File: src/rtl/risc16_ctrl_pkg.sv
// Shared definitions for the RISC16 multi-cycle controller: state encoding,
// opcode map, ALU class codes and the control-word layout.
package risc16_ctrl_pkg;

    // FSM state encoding (IDLE must stay all-zero so the debug port reads 0 in reset)
    localparam logic [2:0] ST_IDLE   = 3'd0;
    localparam logic [2:0] ST_FETCH  = 3'd1;
    localparam logic [2:0] ST_DECODE = 3'd2;
    localparam logic [2:0] ST_EXEC   = 3'd3;
    localparam logic [2:0] ST_MEM    = 3'd4;
    localparam logic [2:0] ST_WB     = 3'd5;

    // Opcode map
    localparam logic [3:0] OP_LW  = 4'd0;
    localparam logic [3:0] OP_SW  = 4'd1;
    localparam logic [3:0] OP_ADD = 4'd2;
    localparam logic [3:0] OP_SUB = 4'd3;
    localparam logic [3:0] OP_INV = 4'd4;
    localparam logic [3:0] OP_SHL = 4'd5;
    localparam logic [3:0] OP_SHR = 4'd6;
    localparam logic [3:0] OP_AND = 4'd7;
    localparam logic [3:0] OP_OR  = 4'd8;
    localparam logic [3:0] OP_SLT = 4'd9;
    localparam logic [3:0] OP_CLR = 4'd10;
    localparam logic [3:0] OP_BEQ = 4'd11;
    localparam logic [3:0] OP_BNE = 4'd12;
    localparam logic [3:0] OP_JMP = 4'd13;
    localparam logic [3:0] OP_INC = 4'd14;
    localparam logic [3:0] OP_DEC = 4'd15;

    // ALU class codes
    localparam logic [1:0] ALU_RTYPE  = 2'b00;
    localparam logic [1:0] ALU_BRANCH = 2'b01;
    localparam logic [1:0] ALU_ADDR   = 2'b10;

    // Full set of controller outputs except state/retired
    typedef struct packed {
        logic       imem_req;
        logic       pc_write;
        logic       ir_write;
        logic       mem_read;
        logic       mem_write;
        logic       alu_src;
        logic       reg_dst;
        logic       mem_to_reg;
        logic       reg_write;
        logic [1:0] alu_op;
        logic       jump;
        logic       beq;
        logic       bne;
        logic       inc;
        logic       dec;
        logic       clr;
    } ctrl_t;

    // ADD..SLT form one contiguous block of the opcode space
    function automatic logic is_rtype(input logic [3:0] op);
        return (op >= OP_ADD) && (op <= OP_SLT);
    endfunction

    // Branches and jumps retire directly out of EXEC
    function automatic logic ends_in_exec(input logic [3:0] op);
        return (op == OP_BEQ) || (op == OP_BNE) || (op == OP_JMP);
    endfunction

    function automatic logic is_mem_op(input logic [3:0] op);
        return (op == OP_LW) || (op == OP_SW);
    endfunction

endpackage

File: src/rtl/multi_cycle_control_if.sv
// Controller <-> datapath/memory signal bundle. The controller takes the
// master side; the datapath (or a bench) takes the slave side.
interface multi_cycle_control_if #(
    parameter int COUNT_W = 16
);
    logic               run;
    logic [3:0]         opcode;
    logic               imem_ready;
    logic               dmem_ready;
    logic               imem_req;
    logic               pc_write;
    logic               ir_write;
    logic               mem_read;
    logic               mem_write;
    logic               alu_src;
    logic               reg_dst;
    logic               mem_to_reg;
    logic               reg_write;
    logic [1:0]         alu_op;
    logic               jump;
    logic               beq;
    logic               bne;
    logic               inc;
    logic               dec;
    logic               clr;
    logic [2:0]         state;
    logic [COUNT_W-1:0] retired;

    modport master (
        input  run, opcode, imem_ready, dmem_ready,
        output imem_req, pc_write, ir_write, mem_read, mem_write,
               alu_src, reg_dst, mem_to_reg, reg_write, alu_op,
               jump, beq, bne, inc, dec, clr, state, retired
    );

    modport slave (
        output run, opcode, imem_ready, dmem_ready,
        input  imem_req, pc_write, ir_write, mem_read, mem_write,
               alu_src, reg_dst, mem_to_reg, reg_write, alu_op,
               jump, beq, bne, inc, dec, clr, state, retired
    );
endinterface

File: src/rtl/multi_cycle_control_decode.sv
// Combinational control decode: maps the registered FSM state and the IR
// opcode to the datapath control word. Only the FETCH strobes look at a
// ready input, so an instruction fetch completing in its first cycle
// still loads IR/PC that same cycle.
module ctrl_decode
    import risc16_ctrl_pkg::*;
(
    input  logic [2:0] state,
    input  logic [3:0] opcode,
    input  logic       imem_ready,
    output ctrl_t      ctrl
);

    // Decode outputs; everything defaults low so IDLE/DECODE emit nothing
    always_comb begin
        ctrl = '0;
        case (state)
            ST_FETCH: begin
                ctrl.imem_req = 1'b1;
                ctrl.ir_write = imem_ready;
                ctrl.pc_write = imem_ready;
            end
            ST_EXEC: begin
                ctrl.alu_src = is_mem_op(opcode);
                if (is_mem_op(opcode)) begin
                    ctrl.alu_op = ALU_ADDR;
                end else if ((opcode == OP_BEQ) || (opcode == OP_BNE)) begin
                    ctrl.alu_op = ALU_BRANCH;
                end else begin
                    ctrl.alu_op = ALU_RTYPE;
                end
                ctrl.beq  = (opcode == OP_BEQ);
                ctrl.bne  = (opcode == OP_BNE);
                ctrl.jump = (opcode == OP_JMP);
            end
            ST_MEM: begin
                ctrl.alu_op    = ALU_ADDR;
                ctrl.mem_read  = (opcode == OP_LW);
                ctrl.mem_write = (opcode == OP_SW);
            end
            ST_WB: begin
                ctrl.reg_write  = 1'b1;
                ctrl.mem_to_reg = (opcode == OP_LW);
                ctrl.reg_dst    = is_rtype(opcode) || (opcode == OP_INC) ||
                                  (opcode == OP_DEC) || (opcode == OP_CLR);
                ctrl.inc        = (opcode == OP_INC);
                ctrl.dec        = (opcode == OP_DEC);
                ctrl.clr        = (opcode == OP_CLR);
            end
            default: ctrl = '0;
        endcase
    end

endmodule

File: src/rtl/multi_cycle_control.sv
// Multi-cycle RISC16 controller: instruction sequencing FSM and the
// retired-instruction counter. Control outputs come from ctrl_decode.
module multi_cycle_control
    import risc16_ctrl_pkg::*;
#(
    parameter int COUNT_W = 16
) (
    input  logic                   clk,
    input  logic                   rst_n,
    multi_cycle_control_if.master  bus
);

    logic [2:0]         state_q;
    logic [2:0]         state_d;
    logic               complete;
    logic [COUNT_W-1:0] retired_q;
    ctrl_t              ctrl;

    ctrl_decode u_decode (
        .state      (state_q),
        .opcode     (bus.opcode),
        .imem_ready (bus.imem_ready),
        .ctrl       (ctrl)
    );

    // Next-state selection; run only matters in IDLE and on completion
    always_comb begin
        state_d  = state_q;
        complete = 1'b0;
        case (state_q)
            ST_IDLE: begin
                if (bus.run) state_d = ST_FETCH;
            end
            ST_FETCH: begin
                if (bus.imem_ready) state_d = ST_DECODE;
            end
            ST_DECODE: state_d = ST_EXEC;
            ST_EXEC: begin
                if (ends_in_exec(bus.opcode)) begin
                    complete = 1'b1;
                end else if (is_mem_op(bus.opcode)) begin
                    state_d = ST_MEM;
                end else begin
                    state_d = ST_WB;
                end
            end
            ST_MEM: begin
                if (bus.dmem_ready) begin
                    if (bus.opcode == OP_SW) complete = 1'b1;
                    else                     state_d  = ST_WB;
                end
            end
            ST_WB:   complete = 1'b1;
            default: state_d  = ST_IDLE;
        endcase
        if (complete) state_d = bus.run ? ST_FETCH : ST_IDLE;
    end

    // State register; reset abandons any in-flight instruction
    always_ff @(posedge clk or negedge rst_n) begin
        if (!rst_n) state_q <= ST_IDLE;
        else        state_q <= state_d;
    end

    // Retired counter, wraps naturally at its width
    always_ff @(posedge clk or negedge rst_n) begin
        if (!rst_n)        retired_q <= '0;
        else if (complete) retired_q <= retired_q + COUNT_W'(1);
    end

    assign bus.imem_req   = ctrl.imem_req;
    assign bus.pc_write   = ctrl.pc_write;
    assign bus.ir_write   = ctrl.ir_write;
    assign bus.mem_read   = ctrl.mem_read;
    assign bus.mem_write  = ctrl.mem_write;
    assign bus.alu_src    = ctrl.alu_src;
    assign bus.reg_dst    = ctrl.reg_dst;
    assign bus.mem_to_reg = ctrl.mem_to_reg;
    assign bus.reg_write  = ctrl.reg_write;
    assign bus.alu_op     = ctrl.alu_op;
    assign bus.jump       = ctrl.jump;
    assign bus.beq        = ctrl.beq;
    assign bus.bne        = ctrl.bne;
    assign bus.inc        = ctrl.inc;
    assign bus.dec        = ctrl.dec;
    assign bus.clr        = ctrl.clr;
    assign bus.state      = state_q;
    assign bus.retired    = retired_q;

endmodule

File: src/flat_wrapper.sv
// flat-port wrapper written by rule: the top's interface ports become plain ports
module multi_cycle_control_flat import risc16_ctrl_pkg::*;
#(
    parameter int COUNT_W = 16
)
  (clk, rst_n, bus_run, bus_opcode, bus_imem_ready, bus_dmem_ready, bus_imem_req, bus_pc_write, bus_ir_write, bus_mem_read, bus_mem_write, bus_alu_src, bus_reg_dst, bus_mem_to_reg, bus_reg_write, bus_alu_op, bus_jump, bus_beq, bus_bne, bus_inc, bus_dec, bus_clr, bus_state, bus_retired);
  multi_cycle_control_if #(.COUNT_W(COUNT_W)) bus_i ();
  input  logic clk;
  input  logic rst_n;
  input wire logic [$bits(bus_i.run)-1:0] bus_run;
  input wire logic [$bits(bus_i.opcode)-1:0] bus_opcode;
  input wire logic [$bits(bus_i.imem_ready)-1:0] bus_imem_ready;
  input wire logic [$bits(bus_i.dmem_ready)-1:0] bus_dmem_ready;
  output wire logic [$bits(bus_i.imem_req)-1:0] bus_imem_req;
  output wire logic [$bits(bus_i.pc_write)-1:0] bus_pc_write;
  output wire logic [$bits(bus_i.ir_write)-1:0] bus_ir_write;
  output wire logic [$bits(bus_i.mem_read)-1:0] bus_mem_read;
  output wire logic [$bits(bus_i.mem_write)-1:0] bus_mem_write;
  output wire logic [$bits(bus_i.alu_src)-1:0] bus_alu_src;
  output wire logic [$bits(bus_i.reg_dst)-1:0] bus_reg_dst;
  output wire logic [$bits(bus_i.mem_to_reg)-1:0] bus_mem_to_reg;
  output wire logic [$bits(bus_i.reg_write)-1:0] bus_reg_write;
  output wire logic [$bits(bus_i.alu_op)-1:0] bus_alu_op;
  output wire logic [$bits(bus_i.jump)-1:0] bus_jump;
  output wire logic [$bits(bus_i.beq)-1:0] bus_beq;
  output wire logic [$bits(bus_i.bne)-1:0] bus_bne;
  output wire logic [$bits(bus_i.inc)-1:0] bus_inc;
  output wire logic [$bits(bus_i.dec)-1:0] bus_dec;
  output wire logic [$bits(bus_i.clr)-1:0] bus_clr;
  output wire logic [$bits(bus_i.state)-1:0] bus_state;
  output wire logic [$bits(bus_i.retired)-1:0] bus_retired;
  assign bus_i.run = bus_run;
  assign bus_i.opcode = bus_opcode;
  assign bus_i.imem_ready = bus_imem_ready;
  assign bus_i.dmem_ready = bus_dmem_ready;
  assign bus_imem_req = bus_i.imem_req;
  assign bus_pc_write = bus_i.pc_write;
  assign bus_ir_write = bus_i.ir_write;
  assign bus_mem_read = bus_i.mem_read;
  assign bus_mem_write = bus_i.mem_write;
  assign bus_alu_src = bus_i.alu_src;
  assign bus_reg_dst = bus_i.reg_dst;
  assign bus_mem_to_reg = bus_i.mem_to_reg;
  assign bus_reg_write = bus_i.reg_write;
  assign bus_alu_op = bus_i.alu_op;
  assign bus_jump = bus_i.jump;
  assign bus_beq = bus_i.beq;
  assign bus_bne = bus_i.bne;
  assign bus_inc = bus_i.inc;
  assign bus_dec = bus_i.dec;
  assign bus_clr = bus_i.clr;
  assign bus_state = bus_i.state;
  assign bus_retired = bus_i.retired;
  multi_cycle_control #(.COUNT_W(COUNT_W)) u_core (.clk(clk), .rst_n(rst_n), .bus(bus_i));
endmodule
File: config.mk
export PLATFORM = sky130hd
export DESIGN_NAME = multi_cycle_control_flat
export DESIGN_NICKNAME = d
export VERILOG_FILES = /design/src/rtl/risc16_ctrl_pkg.sv /design/src/rtl/multi_cycle_control_if.sv /design/src/rtl/multi_cycle_control_decode.sv /design/src/rtl/multi_cycle_control.sv /design/src/flat_wrapper.sv
export SDC_FILE = /design/constraint.sdc
export NUM_CORES = 1
export LEC_CHECK = 0
export ABC_AREA = 1
export BUFFER_PORTS_ARGS = -buffer_cell sky130_fd_sc_hd__buf_4
export CORE_AREA = 3 3 80 82
export CTS_CLUSTER_SIZE = 28
export DETAILED_ROUTE_END_ITERATION = 7
export DIE_AREA = 0 0 83 85
export PLACE_DENSITY = 0.44
export SETUP_SLACK_MARGIN = 0.05
export SLEW_MARGIN = 40
export SYNTH_ARGS = -nofsm -noshare
export SYNTH_HDL_FRONTEND = slang
export SYNTH_SLANG_ARGS = --single-unit
File: constraint.sdc
create_clock -name clk -period 1.5 [get_ports clk]
set_input_delay 0.3 -clock clk [delete_from_list [all_inputs] [get_ports clk]]
set_output_delay 0.3 -clock clk [all_outputs]
set_load 0.005 [all_outputs]
==> impl_metrics.tcl, run 1 <==
set metrics [dict create \
    final_hold_viol_count 0 \
    end_kind "output port" \
    p_leak_nw 1.18 \
    worstSkewPairLatency_ns 0.26 \
    drive_above_1_share_pct 52.5 \
    clkSlewWorstSetupHoldPaths_ns 0.07 \
    dp_hpwl_mm 2.95 \
    synth_seq_cells 19 \
    vias 1540 \
    cp_data_arrival_time_ns 1.37 \
    setup_violations 33 \
    grt_max_degree 20 \
    pwr_density_cell_nw_per_um2 1360 \
    num_antenna_cells 0 \
    netlist_instances 194 \
    max-slew-margin-rel_pct 74.8 \
    rows 28 \
    dieWidth_um 83 \
    path_max_fanout 4 \
    min_path_type "in2reg" \
    post-route-period-util_pct 112 \
    whs_path_depth 4 \
    core_um2 5820 \
    path_cells "nor3_4 -> buf_4 -> o2111a_1 -> buf_4" \
    final_common_cell "buf_4" \
    gp_congestion 0.866 \
    area_delta_synth_final_pct 73.0 \
    critical_path.slowest_cell "dfrtp_2" \
    path_class "reg2out" \
    syn-num-nets 204 \
    rsz0062_at_grt "yes" \
    grtUsageTotal_pct 12.8 \
    ant_nets 0 \
    grt-ovfl-total 0 \
    reg2reg_from "u_core.bus.state[2]$_DFFE_PN0P_" \
    ctsRootBufferMaster "clkbuf_8" \
    detail_route.wl_per_cell_um 12.3 \
    totalPowerFinal_mw 3.36 \
    fin_nets 287 \
    port_buffers 44 \
    ir_drop_v 0.000849 \
    die_height_um 85 \
    critPathMostFrequentCell "buf_4" \
    ys_types 30 \
    numClockSinks 19 \
    reg2reg_to "u_core.bus.retired[3]$_DFFE_PN0N_" \
    yosysWarningCount 0 \
    drt_iter0_drc 37 \
    grt_pass1_vias 1583 \
    finClkSkew_ns 0.00247 \
    setup_slack_ns -0.173 \
    syn_avg_cell_area_um2 7.37 \
    firstDrtPassIters 4 \
    initial_utilization_pct 24.6 \
    cp.required_ns 1.20 \
    ff2ff_path_depth 11 \
    start_kind "flip-flop" \
    viasPerCell 4.39 \
    violations "negative setup slack" \
    grt_first_pass_wirelength_mm 7.46 \
    ioPinCount 45 \
    htreeDepth 1 \
    critical_path.max_stage_delay_ns 0.45 \
    grt_antenna_before_repair 0 \
    cts_tree "done" \
    final_max_slew_viol_count 0 \
    mostFrequentLayoutCells "buf_4, nand2_1, inv_1, buf_6, dfrtp_1" \
    final_cell_count_no_fill 351 \
    cts-buffers-inserted 3 \
    cts_buffer_depth 2 \
    whs_endpoint "u_core.bus.state[0]$_DFFE_PN0P_" \
    ys_seq_area_share_pct 33.3 \
    worstHoldStart "bus_imem_ready" \
    rrSetupSlack_ns -0.06 \
    finalWirelength_mm 4.32 \
    syn_area_um2 1430 \
    fmax_ghz 0.598 \
    drv_cap 0 \
    dp.cells 329 \
    status "finished with violations" \
    finalCriticalPeriod_ns 1.67 \
    worstMarginPinSlew_ns 0.375 \
    drc 0 \
    die_area_um2 7060 \
]
==> metal layers <==
metal,GRT usage [%],vias to the layer above,wire length [um]
met1,15.5,709,1920
met5,0,-,0
li1,-,788,-
met3,3.69,4,222
met2,22.3,39,2140
met4,3.42,0,36
==> synthesized netlist by cell type <==
| cell type | instances | area share, % |
|---|---|---|
| nand3_1 | 15 | 5.3 |
| xnor2_1 | 2 | 1.2 |
| nor2_4 | 2 | 1.6 |
| nand3b_1 | 2 | 1.1 |
| o21ai_0 | 2 | 0.70 |
| nor2_1 | 21 | 5.5 |
| a21oi_2 | 1 | 0.61 |
| o21ai_1 | 1 | 0.35 |
| buf_12 | 1 | 1.4 |
| buf_4 | 1 | 0.53 |
| nor4_1 | 4 | 1.8 |
| nor3_4 | 1 | 1.1 |
| nand2_4 | 1 | 0.79 |
| nand3_2 | 2 | 1.4 |
| nand2_8 | 1 | 1.4 |
| a21oi_1 | 3 | 1.1 |
| buf_2 | 1 | 0.35 |
| buf_8 | 1 | 1.1 |
| inv_1 | 27 | 7.1 |
| nand2_1 | 43 | 11 |
| ha_1 | 1 | 0.88 |
| xor2_1 | 8 | 4.9 |
| nand2_2 | 7 | 3.1 |
| nand4_1 | 5 | 2.2 |
| nor2_2 | 2 | 0.88 |
| inv_2 | 3 | 0.79 |
| dfrtp_1 | 19 | 33 |
| o21ai_2 | 8 | 4.9 |
| o2111a_1 | 1 | 0.79 |
| nor3_1 | 8 | 2.8 |
==> power by group <==
group | leakage (nW) | switching, mW | internal, mW | total, mW
Sequential | 0.247 | 0.183 | 0.677 | 0.859
Clock | 0.0228 | 0.174 | 0.189 | 0.363
Combinational | 0.910 | 1.05 | 1.08 | 2.14
Total | 1.18 | 1.41 | 1.95 | 3.36
==> registers in the layout, summed over array words and instances, names as in the netlist <==
name and count:
u_core.bus.state 3, u_core.bus.retired 16
==> critical path: cells and delay by family (launching register included) <==
kind | cells | cell delay, ns
DFF | 1 | 0.45
and+or+nand+nor | 1 | 0.23
buffers and inverters | 2 | 0.27
AOI/OAI and AO/OA | 1 | 0.16
==> repair_timing <==
item	CTS	global route
endpoints found under the hold margin	19	0
buffers inserted	13	2
setup endpoints to repair	28	36
gates resized for setup	44	40
cloned	2	0
hold buffers	1	0
pin swaps	17	10
==> final cells by class <==
cell class,instances,area (um^2)
Clock buffer,4,45.0
Fill cell,601,3340
Inverter,30,125
Multi-Input combinational cell,143,1020
Sequential cell,19,478
Tap cell,75,93.8
Timing Repair Buffer,80,707
==> through the flow <==
| step | utilization [%] | instance area [um^2] | hold WS, ns | worst slack, ns | TNS [ns] |
|---|---|---|---|---|---|
| floorplan | - | 1430 | 0.00441 | 0.0151 | 0 |
| global placement | 33.6 | 1960 | 0.197 | 0.0103 | 0 |
| detailed placement | 33.6 | 1960 | 0.198 | 0.00549 | 0 |
| CTS | 39.5 | 2300 | 0.359 | -0.184 | -2.76 |
| global route | 42.5 | 2470 | 0.403 | -0.249 | -5.13 |
| finish | 42.5 | 2470 | 0.384 | -0.173 | -2.78 |
==> how the worst max path moves through the flow <==
| stage | slack, ns | end | startpoint |
|---|---|---|---|
| after global placement | 0.01 | u_core.bus.retired[10]$_DFFE_PN0N_ | u_core.bus.state[0]$_DFFE_PN0P_ |
| after detailed placement | 0.005 | u_core.bus.retired[3]$_DFFE_PN0N_ | u_core.bus.state[0]$_DFFE_PN0P_ |
| after global routing | -0.25 | bus_alu_op[1] | u_core.bus.state[0]$_DFFE_PN0P_ |
| after CTS | -0.18 | bus_mem_write | u_core.bus.state[0]$_DFFE_PN0P_ |
| after floorplan | 0.02 | bus_dec | u_core.bus.state[2]$_DFFE_PN0P_ |
| final | -0.17 | bus_reg_dst | u_core.bus.state[1]$_DFFE_PN0P_ |
==> kinds of logic after synthesis <==
family / Yosys count / share of synthesized area (%)
simple gates: 114 / 40.1
xor+xnor: 10 / 6.13
compound gates: 16 / 8.41
flops: 19 / 33.3
fa+ha+maj: 1 / 0.876
buf+inv: 34 / 11.2
Note: power is estimated with default switching activity, not from simulation.
==> run 2: changes to the inputs <==
Settings changed: SETUP_SLACK_MARGIN 0.05 to default.
==> run 2 against run 1 <==
Against the previous run: clock-buffer cell count unchanged; setup slack gained 0.0025 ns; sequential share of layout area increased by 1.1 points; final cell count shrank 1.1%; highest routed layer unchanged; die area stayed put; sequential power down 0.9%; the run still ends with negative setup slack left; critical path depth unchanged; hold slack worse by 0.018 ns; global-route usage down 0.31 points; core utilization down 2.2 points; flip-flop and latch count unchanged; design area shrank 5.2%.
==> impl_metrics.tcl, run 2 (synthesized netlist as in run 1, its figures left out) <==
set metrics [dict create \
    p_switching_mw 1.32 \
    grt_antenna_before_repair 0 \
    dp.cells 329 \
    ir_drop_v 0.000866 \
    grt-ovfl-total 0 \
    cts-buffers-inserted 3 \
    final_common_cell "buf_4" \
    dp_hpwl_mm 2.95 \
    mostFrequentLayoutCells "buf_4, nand2_1, inv_1, dfrtp_1, nand3_1" \
    p_int_mw 1.85 \
    p_leak_nw 1.10 \
    place_area_um2 1960 \
    grtUsageTotal_pct 12.5 \
    fin_area_um2 2340 \
    grt_util_met3_pct 3.69 \
    port_buffers 44 \
    status "finished with violations" \
    p_seq_share_pct 26.8 \
    area_delta_synth_final_pct 64.1 \
    grt_pass1_vias 1534 \
    start_kind "flip-flop" \
    fin_nets 283 \
    numClockSinks 19 \
    grt_max_degree 20 \
    fin_hold_ws_ns 0.367 \
    gp_congestion 0.866 \
    fmax_ghz 0.599 \
    htreeDepth 1 \
    dpl_worst_slack_ns 0.00549 \
    ant_nets 0 \
    end_kind "output port" \
    ctsRootBufferMaster "clkbuf_8" \
    initial_utilization_pct 24.6 \
    cp.required_ns 1.20 \
    final_max_slew_viol_count 0 \
    grt_first_pass_wirelength_mm 7.25 \
    grtUsageMet1_pct 15.3 \
    rrSetupSlack_ns -0.10 \
    die_area_um2 7060 \
    setup_slack_ns -0.170 \
    cts_tree "done" \
    ioPinCount 45 \
    fin_util_pct 40.3 \
    max-slew-margin-rel_pct 60.5 \
    dieWidth_um 83 \
    fill_cells 609 \
    path_class "reg2out" \
    worstMarginPinSlew_ns 0.587 \
    violations "negative setup slack" \
    clkSlewWorstSetupHoldPaths_ns 0.07 \
    path_max_fanout 4 \
    largest_reg_flops 16 \
    rsz0062_at_grt "yes" \
    drt_iter0_drc 43 \
    drive_above_1_share_pct 49.6 \
    grt_busiest_layer "met2" \
    pwr-share-comb_pct 61.7 \
    swShare_pct 41.7 \
    cts_buffer_depth 2 \
    drc 0 \
    drv_cap 0 \
    totalPowerFinal_mw 3.18 \
    setup_violations 29 \
    viasPerCell 4.42 \
    min_path_type "in2reg" \
    pwr-share-clk_pct 11.5 \
    firstDrtPassIters 6 \
    pwr_density_cell_nw_per_um2 1350 \
    cp_data_arrival_time_ns 1.37 \
    num_antenna_cells 0 \
    final_hold_viol_count 0 \
    grt_util_met2_pct 21.5 \
    finalCriticalPeriod_ns 1.67 \
    detail_route.wl_per_cell_um 12.3 \
    worstSkewPairLatency_ns 0.26 \
    finClkSkew_ns 0.00337 \
    vias 1534 \
    rows 28 \
    die_height_um 85 \
    finalWirelength_mm 4.26 \
    fin_setup_tns_ns -2.64 \
    post-route-period-util_pct 111 \
    core_um2 5820 \
    final_cell_count_no_fill 347 \
]
==> run 2: routing by layer <==
| metal | vias up | wire length (um) |
|---|---|---|
| met5 | - | 0 |
| met4 | 0 | 36 |
| met3 | 4 | 247 |
| met2 | 47 | 2080 |
| met1 | 694 | 1900 |
| li1 | 789 | - |
==> run 2: cell type report <==
type                    count  area [um^2]  area share (%)
multi-input cells         144          976            41.6
clock buffers               4         45.0            1.92
repair buffers             75          634            27.1
inverters                  30          118            5.02
well taps                  75         93.8            4.00
flip-flops and latches     19          478            20.4
==> run 2: worst paths after layout <==
kind / start / endpoint / cells past startpoint
setup / recovery: u_core.bus.state[1]$_DFFE_PN0P_ / bus_reg_dst / 4
hold / removal: bus_run / u_core.bus.state[0]$_DFFE_PN0P_ / 5
setup reg to reg: u_core.bus.state[1]$_DFFE_PN0P_ / u_core.bus.retired[3]$_DFFE_PN0N_ / 11
hold reg to reg: u_core.bus.retired[0]$_DFFE_PN0N_ / u_core.bus.retired[0]$_DFFE_PN0N_ / 1
max in group asynchronous: rst_n / u_core.bus.state[0]$_DFFE_PN0P_ / 2
min in group asynchronous: rst_n / u_core.bus.retired[3]$_DFFE_PN0N_ / 2
==> run 2: power by group through the flow <==
stage / combinational, mW / clock (mW) / sequential (mW)
finish: 1.96 / 0.364 / 0.851
global route: 2.15 / 0.396 / 0.881
CTS: 1.71 / 0.382 / 0.854
detailed placement: 1.51 / 0 / 0.860
global placement: 1.51 / 0 / 0.865
floorplan: 0.840 / 0 / 0.870
==> run 2: worst max-delay path: stages, from the launching register on <==
cell and delay, ns:
dfrtp_2 0.44, nor3_4 0.23, buf_4 0.17, o2111a_1 0.16
buf_4 0.10
==> run 2: repair_timing <==
action                     in CTS  in global routing
setup buffers                   6                  4
cloned                          2                  1
hold endpoints to repair       19                  0
pin swaps                       9                  8
gates resized for setup        23                 34
setup endpoints to repair      22                 36
hold buffers                    1                  0
